### config.mk
export PLATFORM = sky130hd
export DESIGN_NAME = mem_arbiter_flat
export DESIGN_NICKNAME = d
export VERILOG_FILES = /design/src/rtl/mem_arbiter_if.sv /design/src/rtl/mem_arbiter.sv /design/src/flat_wrapper.sv
export SDC_FILE = /design/constraint.sdc
export NUM_CORES = 1
export LEC_CHECK = 0
export CORE_MARGIN = 4
export CORE_UTILIZATION = 50
export CTS_BUF_LIST = sky130_fd_sc_hd__clkbuf_8
export CTS_CLUSTER_DIAMETER = 80
export DETAILED_ROUTE_END_ITERATION = 10
export GPL_TIMING_DRIVEN = 0
export PLACE_DENSITY = 0.81
export REMOVE_ABC_BUFFERS = 1
export SLEW_MARGIN = 20
export SYNTH_ARGS = -nofsm -noshare
export SYNTH_HDL_FRONTEND = slang
export SYNTH_SLANG_ARGS = --single-unit
### constraint.sdc
create_clock -name clk -period 1.6 [get_ports clk]
set_input_delay 0.4 -clock clk [delete_from_list [all_inputs] [get_ports clk]]
set_output_delay 0.4 -clock clk [all_outputs]
set_load 0.02 [all_outputs]
### src/rtl/mem_arbiter_if.sv
// mem_arbiter_if: fetch, data and cache pulse-handshake bundle.
// slave = arbiter side, master = core requesters + cache side.
interface mem_arbiter_if;
  logic        f_request_enable;
  logic [31:0] f_req_addr;
  logic        f_response_enable;
  logic [31:0] f_resp_data;
  logic        d_request_enable;
  logic        d_req_mode;
  logic [31:0] d_req_addr;
  logic [31:0] d_req_wdata;
  logic [3:0]  d_req_wstrb;
  logic        d_response_enable;
  logic [31:0] d_resp_data;
  logic        c_request_enable;
  logic        c_req_mode;
  logic [31:0] c_req_addr;
  logic [31:0] c_req_wdata;
  logic [3:0]  c_req_wstrb;
  logic        c_response_enable;
  logic [31:0] c_resp_data;

  modport slave (
    input  f_request_enable, f_req_addr,
    input  d_request_enable, d_req_mode,
    input  d_req_addr, d_req_wdata, d_req_wstrb,
    input  c_response_enable, c_resp_data,
    output f_response_enable, f_resp_data,
    output d_response_enable, d_resp_data,
    output c_request_enable, c_req_mode,
    output c_req_addr, c_req_wdata, c_req_wstrb
  );

  modport master (
    output f_request_enable, f_req_addr,
    output d_request_enable, d_req_mode,
    output d_req_addr, d_req_wdata, d_req_wstrb,
    output c_response_enable, c_resp_data,
    input  f_response_enable, f_resp_data,
    input  d_response_enable, d_resp_data,
    input  c_request_enable, c_req_mode,
    input  c_req_addr, c_req_wdata, c_req_wstrb
  );
endinterface

### src/rtl/mem_arbiter.sv
// mem_arbiter: shares one cache between fetch and data ports.
// Ports: clk, rstn (async low), bus (mem_arbiter_if.slave).
module mem_arbiter #(
  parameter bit RR_ENABLE = 1'b1
) (
  input logic          clk,
  input logic          rstn,
  mem_arbiter_if.slave bus
);
  typedef enum logic [1:0] {
    IDLE,
    ISSUE,
    WAIT
  } state_e;

  state_e      state_q, state_d;
  logic        f_pend_q, f_pend_d;
  logic        d_pend_q, d_pend_d;
  logic [31:0] f_addr_q, f_addr_d;
  logic        d_mode_q, d_mode_d;
  logic [31:0] d_addr_q, d_addr_d;
  logic [31:0] d_wdata_q, d_wdata_d;
  logic [3:0]  d_wstrb_q, d_wstrb_d;
  // 1 = data port owns the cache
  logic        gnt_q, gnt_d;
  logic        last_q, last_d;
  logic        c_en_q, c_en_d;
  logic        c_mode_q, c_mode_d;
  logic [31:0] c_addr_q, c_addr_d;
  logic [31:0] c_wdata_q, c_wdata_d;
  logic [3:0]  c_wstrb_q, c_wstrb_d;
  logic        f_rsp_q, f_rsp_d;
  logic [31:0] f_rdata_q, f_rdata_d;
  logic        d_rsp_q, d_rsp_d;
  logic [31:0] d_rdata_q, d_rdata_d;
  logic        f_set, d_set;

  // a pulse on a port already pending is dropped
  assign f_set = bus.f_request_enable && !f_pend_q;
  assign d_set = bus.d_request_enable && !d_pend_q;

  always_comb begin
    state_d   = state_q;
    f_pend_d  = f_pend_q;
    d_pend_d  = d_pend_q;
    f_addr_d  = f_addr_q;
    d_mode_d  = d_mode_q;
    d_addr_d  = d_addr_q;
    d_wdata_d = d_wdata_q;
    d_wstrb_d = d_wstrb_q;
    gnt_d     = gnt_q;
    last_d    = last_q;
    c_en_d    = 1'b0;
    c_mode_d  = c_mode_q;
    c_addr_d  = c_addr_q;
    c_wdata_d = c_wdata_q;
    c_wstrb_d = c_wstrb_q;
    f_rsp_d   = 1'b0;
    f_rdata_d = f_rdata_q;
    d_rsp_d   = 1'b0;
    d_rdata_d = d_rdata_q;

    unique case (state_q)
      IDLE: begin
        if (f_pend_q || d_pend_q) begin
          if (f_pend_q && d_pend_q)
            gnt_d = RR_ENABLE ? !last_q : 1'b1;
          else
            gnt_d = d_pend_q;
          state_d = ISSUE;
        end
      end
      ISSUE: begin
        c_en_d    = 1'b1;
        c_mode_d  = gnt_q & d_mode_q;
        c_addr_d  = gnt_q ? d_addr_q : f_addr_q;
        c_wdata_d = gnt_q ? d_wdata_q : '0;
        c_wstrb_d = gnt_q ? d_wstrb_q : '0;
        last_d    = gnt_q;
        state_d   = WAIT;
      end
      WAIT: begin
        if (bus.c_response_enable) begin
          if (gnt_q) begin
            d_rsp_d   = 1'b1;
            d_rdata_d = bus.c_resp_data;
            d_pend_d  = 1'b0;
          end else begin
            f_rsp_d   = 1'b1;
            f_rdata_d = bus.c_resp_data;
            f_pend_d  = 1'b0;
          end
          state_d = IDLE;
        end
      end
      default: state_d = IDLE;
    endcase

    // capture last so a set beats a clear on the same edge
    if (f_set) begin
      f_pend_d = 1'b1;
      f_addr_d = bus.f_req_addr;
    end
    if (d_set) begin
      d_pend_d  = 1'b1;
      d_mode_d  = bus.d_req_mode;
      d_addr_d  = bus.d_req_addr;
      d_wdata_d = bus.d_req_wdata;
      d_wstrb_d = bus.d_req_wstrb;
    end
  end

  always_ff @(posedge clk or negedge rstn) begin
    if (!rstn) begin
      state_q   <= IDLE;
      f_pend_q  <= 1'b0;
      d_pend_q  <= 1'b0;
      f_addr_q  <= '0;
      d_mode_q  <= 1'b0;
      d_addr_q  <= '0;
      d_wdata_q <= '0;
      d_wstrb_q <= '0;
      gnt_q     <= 1'b0;
      last_q    <= 1'b1;
      c_en_q    <= 1'b0;
      c_mode_q  <= 1'b0;
      c_addr_q  <= '0;
      c_wdata_q <= '0;
      c_wstrb_q <= '0;
      f_rsp_q   <= 1'b0;
      f_rdata_q <= '0;
      d_rsp_q   <= 1'b0;
      d_rdata_q <= '0;
    end else begin
      state_q   <= state_d;
      f_pend_q  <= f_pend_d;
      d_pend_q  <= d_pend_d;
      f_addr_q  <= f_addr_d;
      d_mode_q  <= d_mode_d;
      d_addr_q  <= d_addr_d;
      d_wdata_q <= d_wdata_d;
      d_wstrb_q <= d_wstrb_d;
      gnt_q     <= gnt_d;
      last_q    <= last_d;
      c_en_q    <= c_en_d;
      c_mode_q  <= c_mode_d;
      c_addr_q  <= c_addr_d;
      c_wdata_q <= c_wdata_d;
      c_wstrb_q <= c_wstrb_d;
      f_rsp_q   <= f_rsp_d;
      f_rdata_q <= f_rdata_d;
      d_rsp_q   <= d_rsp_d;
      d_rdata_q <= d_rdata_d;
    end
  end

  assign bus.c_request_enable  = c_en_q;
  assign bus.c_req_mode        = c_mode_q;
  assign bus.c_req_addr        = c_addr_q;
  assign bus.c_req_wdata       = c_wdata_q;
  assign bus.c_req_wstrb       = c_wstrb_q;
  assign bus.f_response_enable = f_rsp_q;
  assign bus.f_resp_data       = f_rdata_q;
  assign bus.d_response_enable = d_rsp_q;
  assign bus.d_resp_data       = d_rdata_q;
endmodule

### src/flat_wrapper.sv
// flat-port wrapper written by rule: the top's interface ports become plain ports
module mem_arbiter_flat 
#(
  parameter bit RR_ENABLE = 1'b1
)
  (clk, rstn, bus_f_request_enable, bus_f_req_addr, bus_d_request_enable, bus_d_req_mode, bus_d_req_addr, bus_d_req_wdata, bus_d_req_wstrb, bus_c_response_enable, bus_c_resp_data, bus_f_response_enable, bus_f_resp_data, bus_d_response_enable, bus_d_resp_data, bus_c_request_enable, bus_c_req_mode, bus_c_req_addr, bus_c_req_wdata, bus_c_req_wstrb);
  mem_arbiter_if bus_i ();
  input logic clk;
  input logic rstn;
  input wire logic [$bits(bus_i.f_request_enable)-1:0] bus_f_request_enable;
  input wire logic [$bits(bus_i.f_req_addr)-1:0] bus_f_req_addr;
  input wire logic [$bits(bus_i.d_request_enable)-1:0] bus_d_request_enable;
  input wire logic [$bits(bus_i.d_req_mode)-1:0] bus_d_req_mode;
  input wire logic [$bits(bus_i.d_req_addr)-1:0] bus_d_req_addr;
  input wire logic [$bits(bus_i.d_req_wdata)-1:0] bus_d_req_wdata;
  input wire logic [$bits(bus_i.d_req_wstrb)-1:0] bus_d_req_wstrb;
  input wire logic [$bits(bus_i.c_response_enable)-1:0] bus_c_response_enable;
  input wire logic [$bits(bus_i.c_resp_data)-1:0] bus_c_resp_data;
  output wire logic [$bits(bus_i.f_response_enable)-1:0] bus_f_response_enable;
  output wire logic [$bits(bus_i.f_resp_data)-1:0] bus_f_resp_data;
  output wire logic [$bits(bus_i.d_response_enable)-1:0] bus_d_response_enable;
  output wire logic [$bits(bus_i.d_resp_data)-1:0] bus_d_resp_data;
  output wire logic [$bits(bus_i.c_request_enable)-1:0] bus_c_request_enable;
  output wire logic [$bits(bus_i.c_req_mode)-1:0] bus_c_req_mode;
  output wire logic [$bits(bus_i.c_req_addr)-1:0] bus_c_req_addr;
  output wire logic [$bits(bus_i.c_req_wdata)-1:0] bus_c_req_wdata;
  output wire logic [$bits(bus_i.c_req_wstrb)-1:0] bus_c_req_wstrb;
  assign bus_i.f_request_enable = bus_f_request_enable;
  assign bus_i.f_req_addr = bus_f_req_addr;
  assign bus_i.d_request_enable = bus_d_request_enable;
  assign bus_i.d_req_mode = bus_d_req_mode;
  assign bus_i.d_req_addr = bus_d_req_addr;
  assign bus_i.d_req_wdata = bus_d_req_wdata;
  assign bus_i.d_req_wstrb = bus_d_req_wstrb;
  assign bus_i.c_response_enable = bus_c_response_enable;
  assign bus_i.c_resp_data = bus_c_resp_data;
  assign bus_f_response_enable = bus_i.f_response_enable;
  assign bus_f_resp_data = bus_i.f_resp_data;
  assign bus_d_response_enable = bus_i.d_response_enable;
  assign bus_d_resp_data = bus_i.d_resp_data;
  assign bus_c_request_enable = bus_i.c_request_enable;
  assign bus_c_req_mode = bus_i.c_req_mode;
  assign bus_c_req_addr = bus_i.c_req_addr;
  assign bus_c_req_wdata = bus_i.c_req_wdata;
  assign bus_c_req_wstrb = bus_i.c_req_wstrb;
  mem_arbiter #(.RR_ENABLE(RR_ENABLE)) u_core (.clk(clk), .rstn(rstn), .bus(bus_i));
endmodule
Word level (Yosys, flattened, before mapping) --
Index checks and enable logic that the tools add are counted.
Storage, ports and cells: register bits 243, bits of input ports 138, output and inout bits 136, word-level logic and storage cells 67
Cells by class: equality and inequality tests 5, mux-type cells 22, bitwise gates (word level) 2, reduce and logical (&&, ||, !) cells 19
Operator list (count):
- $mux 32 | 2
- $mux 1 | 16
- $reduce_and 3->1 | 4
- $reduce_bool 2->1 | 5
- $pmux 2 s3 | 1
- $mux 2 | 2
- $mux 4 | 1
- $ne 2x2->1 const B | 2
- $reduce_and 2->1 | 2
- $logic_and 1x1->1 | 3
- $logic_not 1->1 | 3
- $eq 2x1->1 const B | 1
- $eq 2x2->1 const B | 1
- $logic_not 2->1 | 1
- $ne 2x1->1 const B | 1
- $and 1x1->1 | 1
- $logic_or 1x1->1 | 1
- $not 1->1 | 1

Depth between registers and ports, before layout --
Gate-level depths: netlist (run 1).
depth in word-level cells 4, mapped depth 6, mapped depth without buffers 2

Worst setup path before layout (run 1) --
OpenSTA, ideal clock, no wires.
path kind flip-flop to flip-flop, start register u_core.gnt_q, end register u_core.f_rdata_q[10], in the netlist u_core.bus.f_resp_data[10], library setup time 0.125 ns, arrival 1.324 ns, data required time 1.475 ns, slack 0.151 ns, stages on the path, launching flop included 6, buffers on the path 3, clock period less this slack 1.449 ns, path through dfrtp_1 buf_6 and4bb_1 buf_6 buf_6 mux2_4
Between the ends: word-level cells in the longest chain between the ends 2
RTL lines:
- start, declared | RTL line mem_arbiter.sv:25 | logic gnt_q, gnt_d;
- start signal, assigned | RTL line mem_arbiter.sv:143 | gnt_q <= gnt_d;
- $not 1->1 (no line)
- $reduce_and 3->1 (no line)
- end signal, assigned | RTL line mem_arbiter.sv:151 | f_rdata_q <= f_rdata_d;
- end, declared | RTL line mem_arbiter.sv:33 | logic [31:0] f_rdata_q, f_rdata_d;
Every way passes these cells. A chain may end at the register's enable or synchronous reset.

Final worst setup path (run 1) --
start register u_core.gnt_q, end register u_core.f_rdata_q[5], in the netlist u_core.bus.f_resp_data[5]
Same word-level chain as after synthesis.

==> flow_summary_export.csv, run 1 <==
group,metric,value,unit
outcome,status,"complete, but fails checks",
outcome,violations,"negative setup slack",
sta,slew_viol_final,0,
sta,setup_tns,-0.5389,ns
clock_network,cts_tree,"yes",
layout,final_cell_area,13690,um2
min_path,hp-class,"in -> async",
clock_network,htreeDepth,2,
floorplan,ios,274,
synth,ys_ff_latch,243,
grt,grt_start_max_net_pins,98,
job,drv_cap,0,
synth,synth_area,9772,um2
clock_network,clk_pin_slew_worst_paths,0.07,ns
layout,register_area,6088,um2
layout,drive_gt1_frac,0.4772,
setup_path,reg2reg_from,"u_core.gnt_q",
grt,overflow,0,
floorplan,start_util,0.5155,
clock_network,root_buffer,"clkbuf_8",
clock_network,insertion_delay,0.54,ns
setup_path,slowest_delay,0.51,ns
synth,synth_top_area_frac,0.6197,
synth,avgSynthCellArea,15.39,um2
detailed_routing,first_pass_iters,4,
placed_design,portBuffers,273,
placed_design,postPlaceCellArea,12920,um2
layout,final_common_cell,"dfrtp_1",
setup_path,critPathKind,"reg -> reg",
grt,use_met2,0.3659,
detailed_routing,antenna_left,0,
grt,grt_pass1_vias,6939,
grt,grt_antenna_before_repair,0,
detailed_routing,post-route-drc-count,0,
detailed_routing,wirelength,23870,um
sta,slew-limit-headroom,0.6827,
floorplan,die_x,147.8,um
power_and_ir_drop,comb_power_share,0.436,
floorplan,dieHeight,147.8,um
power_and_ir_drop,switching_share,0.3461,
sta,setup_viol,29,
setup_path,path_max_fanout,5,
power_and_ir_drop,power_density,2096,nW/um2
placed_design,hpwl,15430,um
grt,grtUsageMet1,0.2629,
setup_path,reg2reg_depth,4,
sta,period_share,1.023,
power_and_ir_drop,pwr-share-clk,0.185,
power_and_ir_drop,p_sw,9.934,mW
layout,multi_input_area,3426,um2
layout,num_antenna_cells,0,
detailed_routing,routedWlPerCell,19.18,um
detailed_routing,vias,6224,
layout,final_cell_mix,"239 x dfrtp_1, 191 x mux2_2, 136 x clkdlybuf4s50_1",
sta,tightest_slew,0.4760,ns
synth,syn-instance-count,635,
layout,num-nets-final,1096,
sta,min_period,1.637,ns
clock_network,clock_sinks,243,
synth,synth_area_leaders,"dfrtp_1 62%, mux2_2 23%, mux2_4 4.3%",
sta,rsz0062_at_grt,"yes",
power_and_ir_drop,power.leakage,6.317,nW
layout,final_cells,1245,
grt,grt_pass1_wl,37240,um
placed_design,dp.cells,1144,
setup_path,cp.arrival,2.04,ns
power_and_ir_drop,p_int,18.77,mW
sta,timing.fmax,0.6107,GHz
power_and_ir_drop,p_seq_frac,0.379,
power_and_ir_drop,vdd_ir_drop_max,1.109,mV
setup_path,r2r-end,"u_core.bus.f_resp_data[5]",
setup_path,crit_path_start_kind,"register",
grt,grt_use_total,0.2145,
clock_network,cts_buffer_depth,3,
synth,yosysTopAreaCell,"dfrtp_1",
layout,fill_cells,1347,
setup_path,reg2reg_setup_slack,-0.04,ns
setup_path,critical_path_required,2.00,ns
setup_path,cp-end-kind,"register",
floorplan,rows,50,
floorplan,core,18960,um2
synth,ys_seq_area_frac,0.6224,
layout,area_growth,40.10,%
placed_design,routabilityCongestion,0.7470,
detailed_routing,vias_per_cell,4.999,
detailed_routing,drtIter0Drc,191,
synth,yosys_warnings,0,
clock_network,cts_buffers,41,
floorplan,dieArea,21840,um2
setup_path,crit_slowest_cell,"dfrtp_4",
sta,timing.final.ws_setup,-0.03743,ns
grt,use_met3,0.05733,
sta,hold_viol_final,0,
setup_path,path_cells,"buf_16 -> and4bb_4 -> clkbuf_16 -> mux2_4",
sta,finalClockSkew,0.02917,ns
grt,grt.busiest_layer,"met2",
synth,synth_cell_types,24,
stage by stage:
step / util / total power [mW] / hold slack (ns) / worst slack (ns)
4_1_cts: 0.7377 / 29.42 / 0.3896 / -0.04380
2_1_floorplan: - / 17.88 / 0.1044 / -3.369
5_1_grt: 0.7222 / 30.35 / 0.4406 / -0.04916
3_5_place_dp: 0.6818 / 24.15 / 0.3703 / -0.7716
6_report: 0.7222 / 28.70 / 0.4149 / -0.03743
3_3_place_gp: 0.6651 / 22.19 / 0.4716 / -10.30
synth_stat cells, drive strengths merged:
master / number
a21boi: 1
nor2: 2
inv: 38
nand4b: 1
buf: 31
dfrtp: 242
or2: 1
mux2i: 37
mux2: 230
a21oi: 1
nor3b: 1
a22o: 1
nand2: 37
and4bb: 1
or3b: 1
nor2b: 3
o21a: 1
clkbuf: 4
a21o: 1
dfstp: 1
flip-flops by register name (all words and copies together) (netlist names), 2 cells and up:
name and count:
u_core.bus.c_req_addr 32, u_core.bus.c_req_wdata 32, u_core.bus.c_req_wstrb 4, u_core.bus.d_resp_data 32, u_core.bus.f_resp_data 32, u_core.d_addr_q 32
u_core.d_wdata_q 32, u_core.d_wstrb_q 4, u_core.f_addr_q 32, u_core.state_q 2
kinds of logic (layout without fill, tap and decap cells):
kind of cell,count (synthesis),count (layout),share of synthesized area
mux,267,267,0.3137
compound gates,5,5,0.003714
buf+inv,73,421,0.03726
simple gates,47,49,0.02292
flops,243,243,0.6224
power groups by stage:
stage               sequential [mW]  clock, mW  combinational (mW)
floorplan                      12.9          0                4.94
global placement               10.9          0                11.3
detailed placement             11.1          0                13.1
CTS                            10.9       5.46                13.0
global route                   11.3       5.72                13.4
finish                         10.9       5.31                12.5
worst max-delay path, delay by kind of cell, from the launching register on:
family | cells | cell delay (ns)
flip-flops | 1 | 0.51
AND/OR/NAND/NOR | 1 | 0.37
buffers and inverters | 2 | 0.32
multiplexers | 1 | 0.29
layout make-up:
type / count / share of cell area
clock inverter: 17 / 0.004935
timing repair buffer: 313 / 0.2127
sequential: 243 / 0.4447
multi-input combinational: 321 / 0.2502
clock buffer: 53 / 0.05328
tap: 260 / 0.02376
inverter: 38 / 0.01042
what timing repair did:
action                     in CTS  in global routing
setup endpoints to repair     312                114
hold endpoints to repair       56                  0
pin swaps                       2                  2
cloned                          4                  4
gates resized for setup       464                 72
buffers inserted               21                  2
hold buffers                    1                  0
worst max-delay path by stage:
stage,start,end,slack (ns),cells after the start
after floorplan,u_core.state_q[1],u_core.last_q,-3.37,2
after global placement,rstn,u_core.bus.c_req_addr[11],-10.30,1
after detailed placement,u_core.gnt_q,u_core.bus.f_resp_data[31],-0.77,3
after CTS,u_core.gnt_q,u_core.bus.f_resp_data[17],-0.04,4
after global routing,u_core.gnt_q,u_core.bus.f_resp_data[4],-0.05,4
final,u_core.gnt_q,u_core.bus.f_resp_data[5],-0.04,4
metal layers:
layer  share of wire  up-vias  wire length [um]
met1            0.41     3159              9781
met5               0        -                 0
met4           0.028        0               677
met2            0.50      176             11980
li1                -     2839                 -
met3           0.060       50              1431
(Power assumes the default switching activity.)
==> run 2, diff against run 1 <==
- CAP_MARGIN: not set -> 10
- MAX_ROUTING_LAYER: not set -> met4
==> run 2 against run 1 <==
Against the previous run: the flow still finishes with violations (negative setup slack); hold slack improved by 0.0021 ns; sequential power hardly changed; worst setup slack got worse by 0.0019 ns; via count decreased by 0.19%; maximum frequency shrank 0.12%; largest power group unchanged.
==> flow_summary_export.csv, run 2 (synthesis gave the netlist of run 1 again) <==
group,metric,value,unit
outcome,status,"complete, but fails checks",
outcome,violations,"negative setup slack",
power_and_ir_drop,p_int,18.80,mW
placed_design,routabilityCongestion,0.7565,
detailed_routing,vias_per_cell,4.990,
setup_path,reg2reg_setup_slack,-0.04,ns
power_and_ir_drop,p_seq_frac,0.379,
grt,grt_start_max_net_pins,98,
placed_design,dp_slack,-0.7716,ns
grt,grt_antenna_before_repair,0,
detailed_routing,wirelength,23840,um
floorplan,ios,274,
placed_design,postPlaceCellArea,12920,um2
sta,hold_slack,0.4170,ns
layout,final_cell_area,13710,um2
power_and_ir_drop,comb_power_share,0.437,
power_and_ir_drop,power.leakage,6.332,nW
sta,tightest_slew,0.4729,ns
floorplan,dieHeight,147.8,um
layout,drive_gt1_frac,0.4772,
placed_design,hpwl,15430,um
sta,finalClockSkew,0.03211,ns
power_and_ir_drop,pwr-share-clk,0.185,
sta,hold_viol_final,0,
setup_path,crit_path_start_kind,"register",
sta,period_share,1.025,
grt,grt_pass1_wl,37120,um
setup_path,reg2reg_depth,4,
clock_network,cts_tree,"yes",
layout,final_cell_mix,"239 x dfrtp_1, 188 x mux2_2, 136 x clkdlybuf4s50_1",
detailed_routing,drtIter0Drc,205,
grt,grt_use_total,0.2209,
layout,num_antenna_cells,0,
sta,slew_viol_final,0,
clock_network,clock_sinks,243,
setup_path,cp-startpoint,"u_core.gnt_q",
floorplan,die_x,147.8,um
min_path,hp-class,"in -> async",
layout,fill_cells,1343,
setup_path,path_max_fanout,5,
clock_network,insertion_delay,0.54,ns
power_and_ir_drop,power_density,2095,nW/um2
detailed_routing,vias,6212,
setup_path,endpoint,"u_core.bus.f_resp_data[5]",
clock_network,root_buffer,"clkbuf_8",
job,drv_cap,0,
clock_network,cts_buffers,41,
detailed_routing,routedWlPerCell,19.15,um
clock_network,clk_pin_slew_worst_paths,0.07,ns
grt,grt_pass1_vias,6972,
sta,min_period,1.639,ns
sta,slew-limit-headroom,0.6847,
detailed_routing,antenna_left,0,
sta,timing.fmax,0.6100,GHz
clock_network,htreeDepth,2,
setup_path,critical_path_required,2.00,ns
layout,final_common_cell,"dfrtp_1",
sta,setup_viol,33,
floorplan,core,18960,um2
setup_path,reg2reg_from,"u_core.gnt_q",
power_and_ir_drop,switching_share,0.3456,
layout,final_core_util,0.7235,
setup_path,critPathKind,"reg -> reg",
detailed_routing,first_pass_iters,4,
detailed_routing,post-route-drc-count,0,
setup_path,cp-end-kind,"register",
sta,timing.final.ws_setup,-0.03932,ns
floorplan,rows,50,
power_and_ir_drop,power,28.74,mW
power_and_ir_drop,p_sw,9.930,mW
sta,rsz0062_at_grt,"yes",
floorplan,start_util,0.5155,
placed_design,dp.cells,1144,
setup_path,r2r-end,"u_core.bus.f_resp_data[5]",
layout,area_growth,40.35,%
grt,overflow,0,
clock_network,cts_buffer_depth,3,
floorplan,dieArea,21840,um2
sta,setup_tns,-0.6743,ns
layout,final_cells,1245,
placed_design,portBuffers,273,
layout,num-nets-final,1096,
setup_path,cp.arrival,2.04,ns
power_and_ir_drop,vdd_ir_drop_max,1.099,mV
-- run 2: cell types whose count changed in the layout (fill, tap and decap cells not counted), sizes merged --
cell,change
clkdlybuf4s15,+2
buf,-2
-- run 2: metal layers --
metal / part of all wire / vias up / track usage
met5: 0 / - / -
met4: 0.027 / 0 / 0.08108
met3: 0.057 / 49 / 0.05365
met2: 0.50 / 169 / 0.3655
met1: 0.41 / 3154 / 0.2653
li1: - / 2840 / -
-- run 2: how the worst min path moves through the flow --
stage	start	end	slack [ns]
after CTS	rstn	u_core.bus.f_response_enable	0.39
after detailed placement	rstn	u_core.bus.f_resp_data[24]	0.37
final	rstn	u_core.bus.f_response_enable	0.42
after floorplan	rstn	u_core.bus.c_req_addr[0]	0.10
after global placement	u_core.f_addr_q[6]	u_core.f_addr_q[6]	0.47
after global routing	rstn	u_core.bus.d_resp_data[11]	0.44
-- run 2: power groups by stage --
| stage | Sequential, mW | Combinational, mW | Clock, mW |
|---|---|---|---|
| 2_1_floorplan | 12.9 | 4.94 | 0 |
| 3_3_place_gp | 10.9 | 11.3 | 0 |
| 3_5_place_dp | 11.1 | 13.1 | 0 |
| 4_1_cts | 10.9 | 13.0 | 5.46 |
| 5_1_grt | 11.3 | 13.4 | 5.71 |
| 6_report | 10.9 | 12.5 | 5.31 |
-- run 2: what timing repair did --
item | in CTS | in global routing
endpoints found under the setup margin | 312 | 113
setup buffers | 21 | 2
hold buffers | 1 | 0
resized for setup | 464 | 73
pin swaps | 2 | 2
endpoints found under the hold margin | 56 | 0
gates cloned | 4 | 4
-- run 2: area by class of cell --
| class | instances | area (um2) | area share |
|---|---|---|---|
| flip-flops and latches | 243 | 6088 | 0.4439 |
| multi-input cells | 321 | 3437 | 0.2506 |
| repair buffers | 313 | 2924 | 0.2132 |
| clock buffers | 53 | 729.5 | 0.05319 |
| well taps | 260 | 325.3 | 0.02372 |
| inverters | 38 | 142.6 | 0.01040 |
| clock inverters | 17 | 67.56 | 0.004927 |
-- run 2: worst max-delay path: stages (launching register included) --
cell and delay [ns]:
dfrtp_4 0.51, buf_16 0.14, and4bb_4 0.37, clkbuf_16 0.18
mux2_4 0.29
==> run 3, diff against run 2 <==
- CORE_ASPECT_RATIO: not set -> 0.7
==> run 3 against run 2 <==
Against the previous run: via count fell by 1.1%; non-clock buffer count did not move; critical path type unchanged; power rose by 0.33%; clock skew fell by 0.017 ns; global-route usage rose by 0.19 points; the run still ends with negative setup slack left; flip-flop and latch count did not move; die area rose by 0.16%; first-iteration DRC count rose by 59%; wire length rose by 1.7%.
==> flow_summary_export.csv, run 3 (synthesis gave the netlist of run 1 again) <==
group,metric,value,unit
setup_path,crit_path_start_kind,"register",
detailed_routing,first_pass_iters,4,
floorplan,dieArea,21880,um2
power_and_ir_drop,power,28.83,mW
setup_path,cp.arrival,2.02,ns
setup_path,reg2reg_from,"u_core.gnt_q",
layout,register_area,6088,um2
detailed_routing,post-route-drc-count,0,
sta,slew-limit-headroom,0.6697,
min_path,hp-class,"in -> async",
power_and_ir_drop,power_density,2097,nW/um2
detailed_routing,vias,6141,
sta,setup_viol,10,
placed_design,portBuffers,273,
sta,timing.fmax,0.6159,GHz
clock_network,htreeDepth,2,
detailed_routing,drtIter0Drc,325,
setup_path,critical_path_required,1.99,ns
layout,multi_input_area,3407,um2
detailed_routing,vias_per_cell,4.933,
clock_network,root_buffer,"clkbuf_8",
outcome,status,"complete, but fails checks",
sta,slew_viol_final,0,
layout,area_growth,40.67,%
floorplan,core,19020,um2
placed_design,hpwl,15390,um
clock_network,clock_sinks,243,
grt,grt_start_max_net_pins,102,
setup_path,reg2reg_depth,4,
setup_path,critPathKind,"reg -> reg",
setup_path,path_max_fanout,5,
floorplan,start_util,0.5137,
setup_path,cp-end-kind,"register",
setup_path,cp-startpoint,"u_core.gnt_q",
sta,min_period,1.624,ns
layout,final_cell_mix,"239 x dfrtp_1, 192 x mux2_2, 136 x clkdlybuf4s50_1",
grt,grt_pass1_wl,37780,um
sta,finalClockSkew,0.01551,ns
clock_network,cts_tree,"yes",
sta,hold_slack,0.4656,ns
power_and_ir_drop,vdd_ir_drop_max,1.095,mV
setup_path,r2r-end,"u_core.bus.f_resp_data[4]",
layout,drive_gt1_frac,0.4786,
layout,final_core_util,0.7226,
sta,timing.final.ws_setup,-0.02354,ns
clock_network,cts_buffers,37,
clock_network,insertion_delay,0.52,ns
layout,fill_cells,1330,
sta,setup_tns,-0.1352,ns
setup_path,reg2reg_setup_slack,-0.02,ns
detailed_routing,wirelength,24250,um
clock_network,clk_pin_slew_worst_paths,0.07,ns
outcome,violations,"negative setup slack",
floorplan,rows,42,
clock_network,cts_buffer_depth,3,
grt,grt_use_total,0.2229,
power_and_ir_drop,power.leakage,6.260,nW
sta,hold_viol_final,0,
sta,period_share,1.015,
placed_design,routabilityCongestion,0.7672,
detailed_routing,routedWlPerCell,19.48,um
grt,grt_antenna_before_repair,1,
setup_path,endpoint,"u_core.bus.f_resp_data[4]",
floorplan,die_x,175.1,um
grt,overflow,0,
sta,tightest_slew,0.4954,ns
detailed_routing,antenna_left,0,
job,drv_cap,0,
layout,final_common_cell,"dfrtp_1",
sta,rsz0062_at_grt,"yes",
grt,grt_pass1_vias,6716,
floorplan,ios,274,
layout,num-nets-final,1092,
floorplan,dieHeight,125.0,um
-- run 3: cell types whose count changed in the layout (fill, tap and decap cells not counted), sizes merged --
cell	change
buf	-26
clkdlybuf4s15	+17
clkinv	+9
inv	-7
bufbuf	+2
bufinv	+2
clkbuf	-2
diode	+1
-- run 3: worst max-delay path, cell delays in order, from the launching register on --
cell,delay [ns]
dfrtp_4,0.52
buf_16,0.15
and4bb_4,0.37
clkbuf_16,0.18
mux2_4,0.29
-- run 3: routing by layer --
| layer | share of wire | GRT usage | up-vias |
|---|---|---|---|
| met5 | 0 | - | - |
| met2 | 0.46 | 0.3336 | 182 |
| li1 | - | - | 2831 |
| met3 | 0.070 | 0.06457 | 36 |
| met1 | 0.45 | 0.2967 | 3092 |
| met4 | 0.023 | 0.07248 | 0 |
-- run 3: final cells by class --
cell class,count,area share
Antenna cell,1,0.0001820
Sequential cell,243,0.4429
Multi-Input combinational cell,321,0.2479
Tap cell,264,0.02403
Inverter,38,0.01038
Clock inverter,21,0.01065
Timing Repair Buffer,313,0.2199
Clock buffer,44,0.04406
-- run 3: worst min path at each step --
stage                                      end  slack [ns]
floorplan             u_core.bus.c_req_addr[0]        0.10
global placement            u_core.f_addr_q[6]        0.47
detailed placement  u_core.bus.d_resp_data[17]        0.38
CTS                  u_core.bus.f_resp_data[9]        0.41
global route         u_core.bus.f_resp_data[9]        0.48
finish               u_core.bus.f_resp_data[9]        0.47
-- run 3: timing repair --
| action | 4_1_cts | 5_1_grt |
|---|---|---|
| hold buffers | 1 | 0 |
| endpoints found under the hold margin | 58 | 0 |
| gates resized for setup | 412 | 98 |
| setup buffers | 14 | 11 |
| setup endpoints to repair | 276 | 184 |
| pin swaps | 2 | 1 |
| cloned | 4 | 2 |
-- run 3: power by group --
group          internal [mW]  switching (mW)
sequential              9.29            1.61
combinational           6.73            5.98
clock                   2.83            2.40
total                   18.8            9.98
-- run 3: per-stage QoR --
| step | setup slack (ns) | cell area, um2 | std cells |
|---|---|---|---|
| final | -0.02354 | 13750 | 1245 |
| after global routing | -0.05066 | 13750 | 1245 |
| after CTS | -0.04898 | 14070 | 1231 |
| after detailed placement | -0.7653 | 12880 | 1147 |
| after global placement | -10.21 | 12610 | 1137 |
| after floorplan | -3.369 | 9550 | 600 |
